<file path="src/rtl/bp_be_fp_result_sink.sv">
// Writeback sink for the FMA pipe: buffers integer-multiply and FP results in
// credit-managed FIFOs, squashes post-flush stragglers and accumulates FP flags.

module bp_be_fp_result_fifo #(
  parameter int width_p = 71,
  parameter int els_p   = 4
) (
  input  logic               clk_i,
  input  logic               reset_n_i,
  input  logic               flush_i,
  input  logic               drop_i,
  input  logic               issue_i,
  input  logic               v_i,
  input  logic [width_p-1:0] data_i,
  input  logic               yumi_i,
  output logic               v_o,
  output logic [width_p-1:0] data_o,
  output logic               pop_o,
  output logic               credit_o
);
  localparam int ptr_w = $clog2(els_p);
  localparam int cnt_w = $clog2(els_p + 1);

  logic [width_p-1:0] mem [els_p];
  logic [ptr_w-1:0]   rd_ptr_reg, wr_ptr_reg;
  logic [cnt_w-1:0]   count_reg, inflight_reg;
  logic [cnt_w:0]     used;
  logic               arrive_live, enq, pop, issue_eff;

  // An arrival only retires an in-flight op if one is outstanding; otherwise it is noise.
  assign arrive_live = v_i && (inflight_reg != '0);
  assign enq         = arrive_live && !flush_i && !drop_i;
  assign issue_eff   = issue_i && !flush_i;
  assign v_o         = (count_reg != '0);
  assign pop         = yumi_i && v_o;
  assign pop_o       = pop;
  assign data_o      = mem[rd_ptr_reg];
  assign used        = {1'b0, count_reg} + {1'b0, inflight_reg};
  assign credit_o    = (used < (cnt_w+1)'(els_p));

  always_ff @(posedge clk_i) begin
    if (enq) mem[wr_ptr_reg] <= data_i;
  end

  always_ff @(posedge clk_i or negedge reset_n_i) begin
    if (!reset_n_i) begin
      rd_ptr_reg   <= '0;
      wr_ptr_reg   <= '0;
      count_reg    <= '0;
      inflight_reg <= '0;
    end else begin
      inflight_reg <= inflight_reg + cnt_w'(issue_eff) - cnt_w'(arrive_live);
      if (flush_i) begin
        rd_ptr_reg <= '0;
        wr_ptr_reg <= '0;
        count_reg  <= '0;
      end else begin
        if (enq) wr_ptr_reg <= wr_ptr_reg + ptr_w'(1);
        if (pop) rd_ptr_reg <= rd_ptr_reg + ptr_w'(1);
        count_reg <= count_reg + cnt_w'(enq) - cnt_w'(pop);
      end
    end
  end

  a_issue_credit: assert property (@(posedge clk_i) disable iff (!reset_n_i)
    !(issue_i && !flush_i && !credit_o));
  a_enq_full: assert property (@(posedge clk_i) disable iff (!reset_n_i)
    !(enq && (count_reg == cnt_w'(els_p)) && !pop));
endmodule

module bp_be_fp_result_sink #(
  parameter int data_width_p  = 66,
  parameter int els_p         = 4,
  parameter int drop_cycles_p = 5
) (
  input  logic                    clk_i,
  input  logic                    reset_n_i,
  input  logic                    issue_imul_i,
  input  logic                    issue_fma_i,
  output logic                    imul_credit_o,
  output logic                    fma_credit_o,
  input  logic                    imul_v_i,
  input  logic [data_width_p-1:0] imul_data_i,
  input  logic [4:0]              imul_rd_i,
  input  logic                    fma_v_i,
  input  logic [data_width_p-1:0] fma_data_i,
  input  logic [4:0]              fma_fflags_i,
  input  logic [4:0]              fma_rd_i,
  input  logic                    flush_i,
  output logic                    iwb_v_o,
  output logic [data_width_p-1:0] iwb_data_o,
  output logic [4:0]              iwb_rd_o,
  input  logic                    iwb_yumi_i,
  output logic                    fwb_v_o,
  output logic [data_width_p-1:0] fwb_data_o,
  output logic [4:0]              fwb_rd_o,
  input  logic                    fwb_yumi_i,
  output logic [4:0]              fflags_o,
  input  logic                    fflags_clear_i
);
  localparam int drop_w = $clog2(drop_cycles_p + 1);
  localparam int iw     = data_width_p + 5;
  localparam int fw     = data_width_p + 10;

  logic [drop_w-1:0] drop_cnt_reg;
  logic              drop_active;
  logic [4:0]        fflags_reg, fflags_next, head_fflags;
  logic [iw-1:0]     imul_head;
  logic [fw-1:0]     fma_head;
  logic              imul_pop, fma_pop;

  assign drop_active = (drop_cnt_reg != '0);

  always_ff @(posedge clk_i or negedge reset_n_i) begin
    if (!reset_n_i)       drop_cnt_reg <= '0;
    else if (flush_i)     drop_cnt_reg <= drop_w'(drop_cycles_p);
    else if (drop_active) drop_cnt_reg <= drop_cnt_reg - drop_w'(1);
  end

  bp_be_fp_result_fifo #(.width_p(iw), .els_p(els_p)) imul_fifo (
    .clk_i(clk_i), .reset_n_i(reset_n_i), .flush_i(flush_i), .drop_i(drop_active),
    .issue_i(issue_imul_i), .v_i(imul_v_i), .data_i({imul_data_i, imul_rd_i}),
    .yumi_i(iwb_yumi_i), .v_o(iwb_v_o), .data_o(imul_head), .pop_o(imul_pop),
    .credit_o(imul_credit_o)
  );

  bp_be_fp_result_fifo #(.width_p(fw), .els_p(els_p)) fma_fifo (
    .clk_i(clk_i), .reset_n_i(reset_n_i), .flush_i(flush_i), .drop_i(drop_active),
    .issue_i(issue_fma_i), .v_i(fma_v_i), .data_i({fma_data_i, fma_rd_i, fma_fflags_i}),
    .yumi_i(fwb_yumi_i), .v_o(fwb_v_o), .data_o(fma_head), .pop_o(fma_pop),
    .credit_o(fma_credit_o)
  );

  assign {iwb_data_o, iwb_rd_o}              = imul_head;
  assign {fwb_data_o, fwb_rd_o, head_fflags} = fma_head;

  // Flags only become architectural when the result is actually written back.
  always_comb begin
    fflags_next = fflags_reg;
    if (fflags_clear_i) fflags_next = fma_pop ? head_fflags : 5'b0;
    else if (fma_pop)   fflags_next = fflags_reg | head_fflags;
  end

  always_ff @(posedge clk_i or negedge reset_n_i) begin
    if (!reset_n_i) fflags_reg <= '0;
    else            fflags_reg <= fflags_next;
  end

  assign fflags_o = fflags_reg;

  // imul_pop is consumed only for symmetry with the fma path.
  logic unused_ok;
  assign unused_ok = imul_pop;
endmodule

</file>
<file path="config.mk">
export PLATFORM = sky130hd
export DESIGN_NAME = bp_be_fp_result_sink
export DESIGN_NICKNAME = d
export VERILOG_FILES = /design/src/rtl/bp_be_fp_result_sink.sv
export SDC_FILE = /design/constraint.sdc
export NUM_CORES = 1
export LEC_CHECK = 0
export ABC_AREA = 1
export CAP_MARGIN = 20
export CORE_MARGIN = 1
export CORE_UTILIZATION = 25
export DETAILED_ROUTE_END_ITERATION = 8
export GPL_TIMING_DRIVEN = 0
export SYNTH_ARGS = -nofsm -noshare
export SYNTH_HDL_FRONTEND = slang
export SYNTH_HIERARCHICAL = 1
export SYNTH_SLANG_ARGS = --single-unit
</file>
<file path="constraint.sdc">
create_clock -name clk_i -period 14.1 [get_ports clk_i]
set_input_delay 2.82 -clock clk_i [delete_from_list [all_inputs] [get_ports clk_i]]
set_output_delay 2.82 -clock clk_i [all_outputs]
set_load 0.05 [all_outputs]
</file>
* Yosys cells after proc, flatten, opt, wreduce, memory -nomap -nowiden
Memories as Yosys holds them, arrays and structs flattened. Index checks and enable logic that the tools add are counted.
Word-level totals: output and inout bits 151, register bits 28, memory bits (writable) 588, memories kept 2
Memories:
- fma_fifo.mem | depth 4, width 76, read ports 1, clocked after memory_dff 0, wr ports 1, line 24 | logic [width_p-1:0] mem [els_p];
- imul_fifo.mem | depth 4, width 71, read ports 1, clocked after memory_dff 0, wr ports 1, line 24
Operators by class: bitwise logic cells 1, add/subtract/negate cells 15, order comparisons 2, multiplexer cells 19, reduce and logical (&&, ||, !) cells 23
Operator list (count):
- $mux W2 | 8
- $mux W5 | 3
- $reduce_bool A3 Y1 | 5
- $add A3 B1 Y3 | 4
- $mux W3 | 4
- $reduce_bool A2 Y1 | 6
- $sub A3 B1 Y3 | 4
- $logic_and A1 B1 Y1 | 10
- $add A2 B1 Y2 const B | 4
- $add A3 B3 Y4 | 2
- $lt A4 B3 Y1 const B | 2
- $or A5 B5 Y5 | 1
- $mux W1 | 4
- $sub A3 B1 Y3 const B | 1
- $logic_not A1 Y1 | 2

* Depth between registers and ports, before layout
Gate-level depths: netlist (run 1).
word-level depth 7, gate-level depth with buffers 13, gate-level depth less buffers 13

* Modules after synthesis
Netlist (run 1), hierarchy kept.
Modules (own cells, without submodules):
- bp_be_fp_result_fifo at fma_fifo | instances 1, cells an instance 811, sequential area each 9379.0 sq um, area an instance 11915.2 sq um
- bp_be_fp_result_fifo at imul_fifo | instances 1, cells an instance 763, sequential area each 8778.4 sq um, area an instance 11165.7 sq um
- bp_be_fp_result_sink | instances 1, cells an instance 44, sequential area each 200.2 sq um, area an instance 374.1 sq um

* Least setup slack after synthesis (run 1)
OpenSTA, ideal clock, no wires.
kind input port to flip-flop, start input flush_i, end memory fma_fifo/mem[0][0] (netlist bit), enable pin, slack 7.197 ns, path buffers 0, stages on the path 3, setup time 0.511 ns, data required time 13.589 ns, arrival 6.392 ns, cell sequence nor2_1 -> nand3_1 -> nor2_1
Between the ends: longest elaborated chain between the ends 5
Ends and longest elaborated chain:
- from (decl) | line 89 | input logic flush_i,
- $logic_not A1 Y1 | line 32 | assign enq = arrive_live && !flush_i && !drop_i;
- $logic_and A1 B1 Y1 (2 in a row) | line 32
- $mux W1 | line 42 | if (enq) mem[wr_ptr_reg] <= data_i;
- $mux W1 (implied by the code) | line 42
- to (decl) | line 24
No other way between the ends.

* Worst setup path after layout (run 1)
start register imul_fifo.rd_ptr_reg[1], end output iwb_data_o[45]
Between the ends: longest elaborated chain between the ends 1
Ends and longest elaborated chain:
- from (decl) | line 25 | logic [ptr_w-1:0] rd_ptr_reg, wr_ptr_reg;
- from (signal assigned) | line 59 | if (pop) rd_ptr_reg <= rd_ptr_reg + ptr_w'(1);
- $mem_v2 Z4 W71
- to (decl) | line 91 | output logic [data_width_p-1:0] iwb_data_o,
No other way between the ends.

==> results of run 1 <==
## area by class of cell
cell class / instances / area (um^2) / area share, %
sequential: 616 / 18400 / 59.4
multi-input combinational: 861 / 4380 / 14.2
timing repair buffer: 329 / 3520 / 11.4
clock buffer: 87 / 1880 / 6.09
tap: 1243 / 1560 / 5.04
buffer: 95 / 591 / 1.91
clock inverter: 43 / 402 / 1.30
inverter: 46 / 183 / 0.592
antenna: 2 / 5.00 / 0.0162
## metal layers
| layer | GRT usage (%) | wire (um) | up-vias |
|---|---|---|---|
| li1 | - | - | 6868 |
| met1 | 16.5 | 27100 | 7455 |
| met2 | 22.5 | 31300 | 561 |
| met3 | 5.67 | 6750 | 125 |
| met4 | 4.06 | 1430 | 34 |
| met5 | 0 | 257 | - |
## worst max-delay path, delay by kind of cell, from the launching register on
| kind | cells | cell delay [ns] |
|---|---|---|
| AO/OA/AOI/OAI | 2 | 0.71 |
| buffers and inverters | 3 | 1.83 |
| flip-flops | 1 | 0.37 |
## cell families (layout without fill, tap and decap cells)
| family | Yosys count | in the layout | share of synthesized area [%] |
|---|---|---|---|
| flops | 616 | 616 | 78.3 |
| compound gates | 448 | 448 | 10.4 |
| simple gates | 379 | 379 | 6.26 |
| buf+inv | 141 | 600 | 3.30 |
| fa+ha+maj | 26 | 26 | 1.51 |
| xor+xnor | 8 | 8 | 0.299 |
| other cells | 0 | 2 | 0 |
## synthesized netlist by cell type
master / n / area, um^2
o21ai_0: 291 / 1460
nand2_2: 1 / 6.26
nand4_1: 4 / 25.0
inv_2: 3 / 11.3
nand3_2: 1 / 10.0
buf_6: 20 / 225
o21ai_1: 8 / 40.0
fa_1: 4 / 80.1
xnor2_1: 2 / 17.5
clkbuf_2: 16 / 80.1
inv_1: 41 / 154
buf_2: 27 / 135
ha_1: 22 / 275
o22ai_1: 147 / 920
xor2_1: 6 / 52.6
nor2_1: 321 / 1200
a21boi_0: 2 / 15.0
inv_6: 2 / 17.5
buf_8: 2 / 30.0
buf_4: 2 / 15.0
nand3_1: 17 / 85.1
nor4_1: 2 / 12.5
clkbuf_1: 28 / 105
nand2_1: 33 / 124
edfxtp_1: 588 / 17700
dfrtp_1: 28 / 701
## power by group through the flow
stage	Combinational, mW	Sequential, mW	Clock (mW)
finish	2.10	2.07	1.79
global route	2.23	2.08	1.91
global placement	2.09	2.11	0
CTS	2.12	2.07	1.84
detailed placement	2.12	2.11	0
floorplan	1.28	2.12	0
## per-stage QoR
| step | setup WS [ns] | util, % |
|---|---|---|
| final | 7.74 | 33.4 |
| after global routing | 7.43 | 33.4 |
| after CTS | 7.57 | 33.4 |
| after detailed placement | 8.00 | 31.0 |
| after global placement | 3.19 | 30.4 |
| after floorplan | 7.20 | - |
## how the worst max path moves through the flow
stage          slack (ns)  cells past startpoint                             end                           startpoint
2_1_floorplan        7.20                      3    fma_fifo/mem[0][0]$_DFFE_PP_                              flush_i
6_report             7.74                      5                  iwb_data_o[45]  imul_fifo/rd_ptr_reg[1]$_DFFE_PN0P_
5_1_grt              7.43                      5                  iwb_data_o[45]  imul_fifo/rd_ptr_reg[1]$_DFFE_PN0P_
4_1_cts              7.57                      5                  iwb_data_o[45]  imul_fifo/rd_ptr_reg[1]$_DFFE_PN0P_
3_3_place_gp         3.19                      4   fma_fifo/mem[3][41]$_DFFE_PP_                              flush_i
3_5_place_dp         8.00                      6  imul_fifo/mem[3][46]$_DFFE_PP_                              flush_i
==> results.yml, run 1 <==
yosys:
  syn_avg_cell_area_um2: 14.5
  syn_nets: 1801
  yosys_register_bits: 616
  synth_warnings: 6
  synth_cells: 1618
  seq_area_frac_synth_pct: 78.3
  netlist_area_um2: 23500
  yosysUniqueCellTypes: 26
drt:
  dr.pass1.iters: 5
  drcViolationCount: 0
  postRouteAntennaNets: 0
  drt-wirelength-per-cell_um: 20.1
  via_count: 15043
  routed_via_density: 4.53
  drt_wl_total_mm: 66.9
  drtIter0Drc: 1191
cells_and_area:
  syn_to_final_growth_pct: 31.7
  fin_nets: 2204
  fillers: 8886
  largest_reg_flops: 304
  drive_gt1_share_pct: 9.97
  fin_cells: 3322
  final_common_cell: "edfxtp_1"
  largest_register: "fma_fifo/mem"
  final_cell_mix: "edfxtp_1 (588), nor2_1 (313), clkdlybuf4s50_1 (306)"
  design_area_um2: 30900
placed_design:
  dp.cells: 3190
  hpwlAfterDp_mm: 44.4
  globalplace.congestion: 0.765
  placed_cell_area_um2: 28600
  portBuffers: 307
cts:
  post-cts-setup-buffer-count: 0
  cts_tree: "built"
  clk_pin_slew_worst_paths_ns: 0.06
  cts_buffers: 72
  cts-root-buf: "clkbuf_16"
  cts_sinks: 616
  cts_buffer_depth: 3
  htreeDepth: 3
  cts_resized: 0
  hold_buffers: 0
  clock_latency_ns: 0.63
grt:
  grt_max_degree: 29
  grt.total_usage_pct: 13.8
  grt_overflow: 0
  grt_pass1_wl_mm: 97.6
  grt_antenna_before_repair: 18
  grt_pass1_vias: 15458
setup_path:
  endpoint_kind: "primary output"
  crit_arrival_ns: 3.54
  crit_type: "reg -> out"
  required_ns: 11.28
  critPathMaxFanout: 10
  rr_endpoint: "imul_fifo/mem[3][46]$_DFFE_PP_"
  crit-reg2reg-launch: "drop_cnt_reg[0]$_DFFE_PN0P_"
  critPathLaunchType: "register"
  cpMaxStageDelayCell: "clkdlybuf4s50_1"
  crit_chain: "inv_1 > clkbuf_1 > o21ai_0 > o22ai_1 > clkdlybuf4s50_1"
  crit_path_max_incr_delay_ns: 0.93
  r2r_slack_ns: 10.81
  rr_worst_depth: 8
sta:
  setup_tns_ns: 0
  worstMarginPinSlew_ns: 0.918
  fmax_ghz: 0.157
  whs_ns: 0.520
  timing.final.crit_share_pct: 45.1
  relSlewSlack_pct: 38.7
  min_period_ns: 6.36
  skew_ns: 0.0196
  hold_viol_final: 0
  finalSetupViolations: 0
  rsz0062_at_grt: "false"
  finalMaxSlewViolations: 0
floorplanning:
  start_util_pct: 25.4
  ios: 308
  row_count: 111
  fp.dieH_um: 308
  die_w_um: 308
  die_area_um2: 95000
  core_um2: 92400
power_and_ir_drop:
  totalPowerFinal_mw: 5.96
  p_comb_share_pct: 35.3
  p_seq_share_pct: 34.7
  clock_power_share_pct: 30.0
  leakage_nw: 10.3
  swShare_pct: 37.6
  p_int_mw: 3.72
  p_sw_mw: 2.24
  vdd_drop_max_mv: 0.159
  power_density_nw_per_um2: 193
worst_hold_path:
  whs_path_depth: 2
  min_from: "fflags_o[0]$_DFFE_PN0P_"
  holdPathEnd: "fflags_o[0]$_DFFE_PN0P_"
  hold_class: "reg -> reg"
run:
  cap_violations: 0
run_status:
  outcome: "finished clean"
Note: power is estimated with default switching activity, not from simulation.
==> inputs of run 2 (changes only) <==
==> constraint.sdc (replaced) <==
create_clock -name clk_i -period 6.1 [get_ports clk_i]
set_input_delay 1.22 -clock clk_i [delete_from_list [all_inputs] [get_ports clk_i]]
set_output_delay 1.22 -clock clk_i [all_outputs]
set_load 0.05 [all_outputs]
==> results of run 2 <==
The final DEF is identical to that of run 1. Status: finished clean.
Among the figures that moved: setup slack after placement 8.00 ns -> 1.60 ns; setup slack after layout 7.74 ns -> 1.34 ns; register-to-register setup slack 10.81 ns -> 2.81 ns; total power 5.96 mW -> 13.8 mW; worst IR drop on VDD 0.159 mV -> 0.367 mV
==> inputs of run 3 (changes only) <==
==> constraint.sdc (replaced) <==
create_clock -name clk_i -period 4.15 [get_ports clk_i]
set_input_delay 0.83 -clock clk_i [delete_from_list [all_inputs] [get_ports clk_i]]
set_output_delay 0.83 -clock clk_i [all_outputs]
set_load 0.05 [all_outputs]
==> run 3 against run 2 <==
  * First-iteration DRC count increased by 5.8%
  * Register-to-register slack got worse by 1.8 ns
  * Cell count about the same
  * Combinational power increased by 47%
  * Largest power group unchanged
  * Highest routed layer unchanged
==> results.yml, run 3 (synthesized netlist as in run 1, its figures left out) <==
grt:
  grt_max_degree: 29
  grt_antenna_before_repair: 15
  grt_pass1_wl_mm: 98.2
  grt_overflow: 0
  grt_pass1_vias: 15308
  grt.total_usage_pct: 14.0
cells_and_area:
  largest_reg_flops: 304
  multi_input_area_um2: 4380
  largest_register: "fma_fifo/mem"
  drive_gt1_share_pct: 10.4
  design_area_um2: 31000
  fin_nets: 2205
  final_cell_mix: "edfxtp_1 (588), nor2_1 (313), clkdlybuf4s50_1 (298)"
  syn_to_final_growth_pct: 32.1
  seq_area_um2: 18400
  fillers: 8911
  final_common_cell: "edfxtp_1"
cts:
  htreeDepth: 3
  cts_buffers: 71
  cts_sinks: 616
  clk_pin_slew_worst_paths_ns: 0.06
  cts_tree: "built"
  cts_buffer_depth: 3
  cts-root-buf: "clkbuf_16"
  hold_buffers: 0
  clock_latency_ns: 0.62
sta:
  timing.final.crit_share_pct: 95.8
  whs_ns: 0.275
  hold_viol_final: 0
  finalSetupViolations: 0
  finalMaxSlewViolations: 0
  setup_tns_ns: 0
  worstMarginPinSlew_ns: 0.804
  setup_ws_ns: 0.174
  relSlewSlack_pct: 46.2
  skew_ns: 0.0245
  fmax_ghz: 0.251
  rsz0062_at_grt: "false"
  min_period_ns: 3.98
run_status:
  outcome: "finished clean"
placed_design:
  globalplace.congestion: 0.771
  placed_cell_area_um2: 28600
  portBuffers: 307
  hpwlAfterDp_mm: 44.9
  place_ws_ns: 0.182
setup_path:
  crit_type: "reg -> out"
  critPathMaxFanout: 10
  crit_arrival_ns: 3.15
  required_ns: 3.32
  critPathLaunchType: "register"
  endpoint_kind: "primary output"
power_and_ir_drop:
  clock_power_share_pct: 30.3
  swShare_pct: 37.2
  power_density_nw_per_um2: 657
  leakage_nw: 10.4
  p_int_mw: 12.8
  vdd_drop_max_mv: 0.436
  p_sw_mw: 7.57
  p_comb_share_pct: 35.1
  p_seq_share_pct: 34.5
drt:
  dr.pass1.iters: 5
  routed_via_density: 4.50
  postRouteAntennaNets: 0
  drcViolationCount: 0
  drt-wirelength-per-cell_um: 20.3
  via_count: 14939
  drtIter0Drc: 1260
  drt_wl_total_mm: 67.5
floorplanning:
  start_util_pct: 25.4
  row_count: 111
  ios: 308
  fp.dieH_um: 308
  core_um2: 92400
  die_w_um: 308
  die_area_um2: 95000
worst_hold_path:
  hold_class: "in -> async"
run:
  cap_violations: 0
## run 3: through the flow
stage	utilization [%]	cells	total power, mW
after global routing	33.5	3317	21.2
after global placement	30.4	3168	14.3
after floorplan	-	1618	11.6
final	33.5	3320	20.4
after detailed placement	31.0	3192	14.4
after CTS	33.5	3315	20.6
## run 3: path summary, 6_finish.rpt
path	startpoint	cells after the start	to	slack (ns)
max	imul_fifo/rd_ptr_reg[1]$_DFFE_PN0P_	5	iwb_data_o[22]	0.17
min	reset_n_i	1	fma_fifo/count_reg[1]$_DFF_PN0_	0.27
max reg2reg	drop_cnt_reg[0]$_DFFE_PN0P_	8	fma_fifo/mem[2][23]$_DFFE_PP_	1.05
min reg2reg	fma_fifo/inflight_reg[1]$_DFF_PN0_	1	fma_fifo/inflight_reg[2]$_DFF_PN0_	0.53
max in group asynchronous	reset_n_i	1	fma_fifo/rd_ptr_reg[1]$_DFFE_PN0P_	3.37
min in group clk_i	fma_fifo/inflight_reg[1]$_DFF_PN0_	1	fma_fifo/inflight_reg[2]$_DFF_PN0_	0.53
## run 3: cell type report
type	count	share of cell area, %
Clock buffer	85	6.18
Tap cell	1243	5.02
Antenna cell	5	0.0404
Inverter	46	0.590
Buffer	95	1.93
Timing Repair Buffer	331	11.5
Sequential cell	616	59.3
Multi-Input combinational cell	861	14.2
Clock inverter	38	1.31
## run 3: power groups by stage
stage | clock (mW) | sequential (mW) | combinational (mW)
6_report | 6.18 | 7.03 | 7.15
2_1_floorplan | 0 | 7.22 | 4.34
4_1_cts | 6.34 | 7.03 | 7.24
5_1_grt | 6.57 | 7.05 | 7.60
3_3_place_gp | 0 | 7.16 | 7.16
3_5_place_dp | 0 | 7.16 | 7.22
## run 3: repair_timing
action | CTS | global route
gates resized for setup | 6 | 11
endpoints found under the setup margin | 8 | 16
buffers inserted | 0 | 0
pin swaps | 0 | 0
## run 3: critical path: stages, from the launching register on
cell and delay [ns]:
dfrtp_1 0.37, inv_1 0.36, clkbuf_1 0.55, o21ai_0 0.18
o22ai_1 0.22, clkdlybuf4s50_1 0.85
## run 3: routing by layer
metal	wire length [um]	part of all wire [%]	global-route usage, %
met4	1560	2.3	4.32
met3	6570	9.7	5.58
met2	32200	48	23.1
met5	163	0.24	0
met1	26900	40	16.5
